**src/rtl/spw_tx_scheduler.sv**
```systemverilog
// ---------------------------------------------------------------------------
// spw_tx_scheduler
//
// Character scheduler and flow-control credit manager for the SpaceWire
// codec (system clock domain). Picks the next character for the TX encoder
// by fixed priority (time-code, FCT, N-char, NULL) and tracks both credits.
//
// Ports:
//   CLOCK, RESETn              system clock, asynchronous active-low reset
//   link_enable, link_run      link FSM status (Connecting/Run, Run)
//   gotFCT_sys, gotNChar_sys   one-cycle RX event pulses
//   rx_buf_space               free words in the RX buffer
//   tick_in, time_in           time-code send request and value
//   tx_data_valid, tx_data     TX FIFO head (bit 8 = control flag)
//   tx_data_rd                 FIFO pop strobe
//   char_req/char_type/char_data/char_ack  encoder handshake
//   tx_credit, rx_credit       credit counters
//   creditErr                  credit error indication
//
// Build option:
//   SPW_CREDIT_ERR_STICKY_EN   when defined, creditErr holds until the link
//                              is disabled; otherwise it pulses per error.
// ---------------------------------------------------------------------------
module spw_tx_scheduler #(
  parameter int MAX_CREDIT = 56,
  parameter int FCT_STEP   = 8,
  parameter int CNT_W      = 6
) (
  input  logic             CLOCK,
  input  logic             RESETn,
  input  logic             link_enable,
  input  logic             link_run,
  input  logic             gotFCT_sys,
  input  logic             gotNChar_sys,
  input  logic [6:0]       rx_buf_space,
  input  logic             tick_in,
  input  logic [7:0]       time_in,
  input  logic             tx_data_valid,
  input  logic [8:0]       tx_data,
  output logic             tx_data_rd,
  output logic             char_req,
  output logic [1:0]       char_type,
  output logic [8:0]       char_data,
  input  logic             char_ack,
  output logic [CNT_W-1:0] tx_credit,
  output logic [CNT_W-1:0] rx_credit,
  output logic             creditErr
);

  // Wide enough for credit + FCT_STEP and for the 7-bit buffer space.
  localparam int SUM_W = (CNT_W + 2 > 8) ? CNT_W + 2 : 8;
  localparam logic [SUM_W-1:0] STEP_S = SUM_W'(FCT_STEP);
  localparam logic [SUM_W-1:0] MAX_S  = SUM_W'(MAX_CREDIT);
  localparam logic [SUM_W-1:0] ONE_S  = SUM_W'(1);
  localparam logic [CNT_W-1:0] STEP_C = CNT_W'(FCT_STEP);
  localparam logic [CNT_W-1:0] ONE_C  = CNT_W'(1);

  localparam logic [1:0] TYPE_NULL  = 2'b00;
  localparam logic [1:0] TYPE_FCT   = 2'b01;
  localparam logic [1:0] TYPE_NCHAR = 2'b10;
  localparam logic [1:0] TYPE_TIME  = 2'b11;

  typedef enum logic [1:0] {ST_IDLE, ST_SELECT, ST_WAIT_ACK} state_t;

  state_t           state_q, state_d;
  logic             char_req_q, char_req_d;
  logic [1:0]       char_type_q, char_type_d;
  logic [8:0]       char_data_q, char_data_d;
  logic [CNT_W-1:0] tx_credit_q, tx_credit_d;
  logic [CNT_W-1:0] rx_credit_q, rx_credit_d;
  logic             credit_err_q, credit_err_d;
  logic             tick_pend_q, tick_pend_d;
  logic [7:0]       time_q, time_d;

  logic             ack_fire, nchar_done, fct_done, time_done;
  logic [SUM_W-1:0] tx_net, rx_next_fct;
  logic [CNT_W-1:0] rx_net, tx_dec;
  logic             tx_ovf, rx_unf, time_ok, fct_ok, nchar_ok, err_event;

  // Handshake completion and credit arithmetic. An ack that coincides with
  // a link drop is ignored, so it never touches counters or the FIFO.
  always_comb begin
    ack_fire    = (state_q == ST_WAIT_ACK) && char_ack && link_enable;
    nchar_done  = ack_fire && (char_type_q == TYPE_NCHAR);
    fct_done    = ack_fire && (char_type_q == TYPE_FCT);
    time_done   = ack_fire && (char_type_q == TYPE_TIME);

    tx_dec      = tx_credit_q - (nchar_done ? ONE_C : '0);
    tx_net      = SUM_W'(tx_credit_q) + (gotFCT_sys ? STEP_S : '0)
                  - (nchar_done ? ONE_S : '0);
    // On overflow the received FCT is discarded; a completed N-char still
    // consumes its credit because that character has already gone out.
    tx_ovf      = gotFCT_sys && (tx_net > MAX_S);

    rx_net      = rx_credit_q + (fct_done ? STEP_C : '0)
                  - (gotNChar_sys ? ONE_C : '0);
    rx_unf      = gotNChar_sys && !fct_done && (rx_credit_q == '0);

    rx_next_fct = SUM_W'(rx_credit_q) + STEP_S;
    time_ok     = tick_pend_q && link_run;
    fct_ok      = (rx_next_fct <= MAX_S) && (SUM_W'(rx_buf_space) >= rx_next_fct);
    nchar_ok    = link_run && tx_data_valid && (tx_credit_q != '0);
    err_event   = tx_ovf || rx_unf;
  end

  // The FIFO pops on the accepting edge itself so that the following SELECT
  // already sees the next head word.
  assign tx_data_rd = nchar_done;

  always_comb begin
    state_d      = state_q;
    char_req_d   = char_req_q;
    char_type_d  = char_type_q;
    char_data_d  = char_data_q;
    tx_credit_d  = tx_credit_q;
    rx_credit_d  = rx_credit_q;
    credit_err_d = 1'b0;
    tick_pend_d  = tick_pend_q;
    time_d       = time_q;

    if (!link_enable) begin
      state_d     = ST_IDLE;
      char_req_d  = 1'b0;
      char_type_d = TYPE_NULL;
      char_data_d = '0;
      tx_credit_d = '0;
      rx_credit_d = '0;
      tick_pend_d = 1'b0;
    end else begin
      case (state_q)
        ST_IDLE: state_d = ST_SELECT;
        ST_SELECT: begin
          char_req_d = 1'b1;
          state_d    = ST_WAIT_ACK;
          if (time_ok) begin
            char_type_d = TYPE_TIME;
            char_data_d = {1'b0, time_q};
          end else if (fct_ok) begin
            char_type_d = TYPE_FCT;
            char_data_d = '0;
          end else if (nchar_ok) begin
            char_type_d = TYPE_NCHAR;
            char_data_d = tx_data;
          end else begin
            char_type_d = TYPE_NULL;
            char_data_d = '0;
          end
        end
        ST_WAIT_ACK: begin
          // A committed N-char stays requested even if link_run falls.
          if (char_ack) begin
            char_req_d = 1'b0;
            state_d    = ST_SELECT;
          end
        end
        default: state_d = ST_IDLE;
      endcase

      tx_credit_d = tx_ovf ? tx_dec : tx_net[CNT_W-1:0];
      rx_credit_d = rx_unf ? '0 : rx_net;

      // A new tick wins over the ack of the previous time-code.
      if (tick_in) begin
        tick_pend_d = 1'b1;
        time_d      = time_in;
      end else if (time_done) begin
        tick_pend_d = 1'b0;
      end

`ifdef SPW_CREDIT_ERR_STICKY_EN
      credit_err_d = credit_err_q || err_event;
`else
      credit_err_d = err_event;
`endif
    end
  end

  always_ff @(posedge CLOCK or negedge RESETn) begin
    if (!RESETn) begin
      state_q      <= ST_IDLE;
      char_req_q   <= 1'b0;
      char_type_q  <= TYPE_NULL;
      char_data_q  <= '0;
      tx_credit_q  <= '0;
      rx_credit_q  <= '0;
      credit_err_q <= 1'b0;
      tick_pend_q  <= 1'b0;
      time_q       <= '0;
    end else begin
      state_q      <= state_d;
      char_req_q   <= char_req_d;
      char_type_q  <= char_type_d;
      char_data_q  <= char_data_d;
      tx_credit_q  <= tx_credit_d;
      rx_credit_q  <= rx_credit_d;
      credit_err_q <= credit_err_d;
      tick_pend_q  <= tick_pend_d;
      time_q       <= time_d;
    end
  end

  assign char_req  = char_req_q;
  assign char_type = char_type_q;
  assign char_data = char_data_q;
  assign tx_credit = tx_credit_q;
  assign rx_credit = rx_credit_q;
  assign creditErr = credit_err_q;

endmodule
```
**config.mk**
```make
export PLATFORM = sky130hd
export DESIGN_NAME = spw_tx_scheduler
export DESIGN_NICKNAME = d
export VERILOG_FILES = /design/src/rtl/spw_tx_scheduler.sv
export SDC_FILE = /design/constraint.sdc
export NUM_CORES = 1
export LEC_CHECK = 0
export ABC_AREA = 1
export BUFFER_PORTS_ARGS = -buffer_cell sky130_fd_sc_hd__buf_4
export CAP_MARGIN = 20
export CORE_ASPECT_RATIO = 1.4
export CORE_MARGIN = 5
export CORE_UTILIZATION = 54
export DETAILED_ROUTE_END_ITERATION = 16
export PLACE_DENSITY = 0.81
export SLEW_MARGIN = 20
export SYNTH_ARGS = -nofsm -noshare
export SYNTH_HDL_FRONTEND = slang
export SYNTH_SLANG_ARGS = --single-unit
```
**constraint.sdc**
```tcl
create_clock -name CLOCK -period 3.7 [get_ports CLOCK]
set_input_delay 0.185 -clock CLOCK [delete_from_list [all_inputs] [get_ports CLOCK]]
set_output_delay 0.185 -clock CLOCK [all_outputs]
set_load 0.005 [all_outputs]
```
==> metrics <==
outcome completed; CTS tree done; DPL Wire Length 4650 µm; total gr overflow 0; Post-synth top cells nand2_1, inv_1, dfrtp_1, ha_1, nand3_1; Yosys top cell area share 0.371; number of global-route vias before repair 2,311; total power draw 0.00185 W; Final Instance Area 3020 µm²; drt pass-1 iters 4; clock-pin slew on the worst setup and hold paths 0.07 ns; Antenna Nets Post-Route 0; crit path kind reg2reg; Final setup violation count 0; first-pass GRT wire length 9650 µm; register area 901 µm²; initial antenna violation count 0; Placed Instances 417; ratio of cells with drive above 1 in the final layout 0.251; Synth Flop Type dfrtp_1; Root Buffer clkbuf_8; port bufs 58; crit share post-route 0.791; Clock Power Share 0.159; area grow syn2layout 24.5%; Power Internal 0.00106 W; Hold WS 0.135 ns; combinational group share of total power 0.553; FMAX 342 MHz; final setup TNS 0 ns; data required time of the worst path 3.87 ns; top post-synthesis cells by area dfrtp_1, ha_1, nand2_1; PD cells 613 nW/µm²; post-synthesis cell count 301; startpoint types register; H-tree levels 2; fin cells 425; Slew Limit Headroom 0.515; flop and latch count out of synthesis 36; Synth warnings 0; vias per cell 5.10; # diodes 0; min Tclk post-route 2.93 ns; GRT Util Overall 0.209; nets@finish 425; static leakage 1.61 nW; Avg WL per Cell 13.3 µm; Sw Pwr 0.000790 W; Seq/Total Area, Yosys 0.371; maximum number of pins on one net before global-route repair 37; CTS buffer count 5; leading area contributor after synthesis dfrtp_1; Fill cells 387; Max-cap violations 0; syn nets 363; later-pin clock latency in the skew report 0.28 ns; routability cong. 0.868; multi-input logic area 1330 µm²; Die Wd 66.7 µm; Worst Clk Skew 0.00321 ns; DIE AREA 5960 µm²; switch share 0.426; via count 2,166; Placed Area 2920 µm²; Post-route DRC 0; RSZ-0062 raised after global routing no; Yosys cell types 33; sequential share of power 0.288; final wirelength 5670 µm; Max Root-Sink Buffers 2; clk sink count 36; Peak supply drop 0.000458 V; Max Slew Vio Count 0; Syn Std Cell Area 2430 µm²; Synth Area per Inst 8.07 µm²; Starting Density 0.544; Crit. End Element register; number of synthesized flops with an enable pin 0; Worst Path Max Fanout 8; Slew @ Worst Pin 0.725 ns; Die Height 89.4 µm; Async SR Flop Fraction 1.00; DRT iter0 DRCs 102; final hold vios 0; most frequent cell after synthesis nand2_1; worst min-delay path category in2reg; core region area 4460 µm²; row cnt 29; arrival time at the worst endpoint 3.09 ns; Top Ports 59
[area by class of cell]
cell class / instances / area share
well taps: 62 / 0.0257
multi-input cells: 215 / 0.440
flip-flops and latches: 36 / 0.298
inverters: 46 / 0.0571
repair buffers: 59 / 0.147
clock buffers: 7 / 0.0319
[what timing repair did]
item,CTS,global route
hold endpoints to repair,36,0
setup buffers,0,0
resized for setup,0,0
setup endpoints to repair,0,0
hold buffers,1,0
[cell families after synthesis]
family,count (synthesis),synth area share
XOR/XNOR,7,0.0252
adder cells (fa/ha/maj),29,0.156
multiplexers,8,0.0371
buffers and inverters,50,0.0814
AO/OA/AOI/OAI,27,0.0659
AND/OR/NAND/NOR,144,0.264
flip-flops,36,0.371
[critical path, cell delays in order (launching register included)]
cell and delay (ns):
dfrtp_1 0.38, inv_1 0.08, nand3_1 0.09, nor2_1 0.13
inv_1 0.07, nor3_1 0.21, ha_1 0.25, inv_1 0.06
ha_1 0.21, fa_1 0.48, nor3b_1 0.22, nor2_1 0.06
nand3_1 0.09, nor2_2 0.06, o21bai_4 0.22, nand2_1 0.08
nand2_1 0.08, nor2_2 0.04
[worst paths after layout]
kind	startpoint	endpoint	slack (ns)	cells after the start
max	state_q[0]	tx_credit[5]	0.77	17
min	time_in[6]	time_q[6]	0.13	2
max reg2reg	state_q[0]	tx_credit[5]	0.77	17
min reg2reg	state_q[0]	state_q[0]	0.45	1
max in group asynchronous	RESETn	time_q[4]	2.98	2
min in group asynchronous	RESETn	char_data[2]	0.39	2
[flip-flops by register name, indices dropped and copies added (netlist names)]
signal / flops
rx_credit: 6
creditErr: 1
tx_credit: 6
state_q: 2
char_type: 2
char_data: 9
char_req: 1
tick_pend_q: 1
time_q: 8
[per-stage QoR]
stage,util,setup slack [ns]
after floorplan,-,1.01
after global placement,0.654,0.942
after detailed placement,0.654,0.825
after CTS,0.678,0.797
after global routing,0.678,0.497
final,0.678,0.775
[power by group through the flow]
stage	Combinational, W	Sequential [W]	Clock (W)
2_1_floorplan	0.000738	0.000527	0
3_5_place_dp	0.00102	0.000541	0
5_1_grt	0.00118	0.000545	0.000315
4_1_cts	0.00103	0.000534	0.000301
6_report	0.00102	0.000534	0.000295
3_3_place_gp	0.000984	0.000538	0
[layer usage]
layer / track usage / up-vias / part of all wire
met3: 0.0377 / 11 / 0.036
met2: 0.405 / 46 / 0.56
li1: - / 1086 / -
met4: 0.0647 / 0 / 0.020
met5: 0 / - / 0
met1: 0.226 / 1023 / 0.38
[cells in the final DEF, fill, tap and decap left out, types with 2 or more instances in the layout]
| master | netlist | layout |
|---|---|---|
| dfrtp_1 | 36 | 36 |
| nor2_2 | 6 | 6 |
| nand3_2 | 2 | 2 |
| nand3_1 | 23 | 23 |
| nor2_1 | 18 | 18 |
| clkbuf_8 | 0 | 7 |
| clkinv_1 | 2 | 2 |
| o21ai_0 | 14 | 14 |
| nand2_2 | 4 | 4 |
| fa_1 | 2 | 2 |
| mux2_2 | 8 | 8 |
| xor2_1 | 6 | 6 |
| nand4_1 | 5 | 5 |
| buf_4 | 0 | 58 |
| inv_2 | 2 | 2 |
| nand2_1 | 79 | 79 |
| a21oi_1 | 7 | 7 |
| ha_1 | 27 | 27 |
| nor3_1 | 2 | 2 |
| inv_1 | 42 | 42 |
Power figures use the tool's default switching activity.
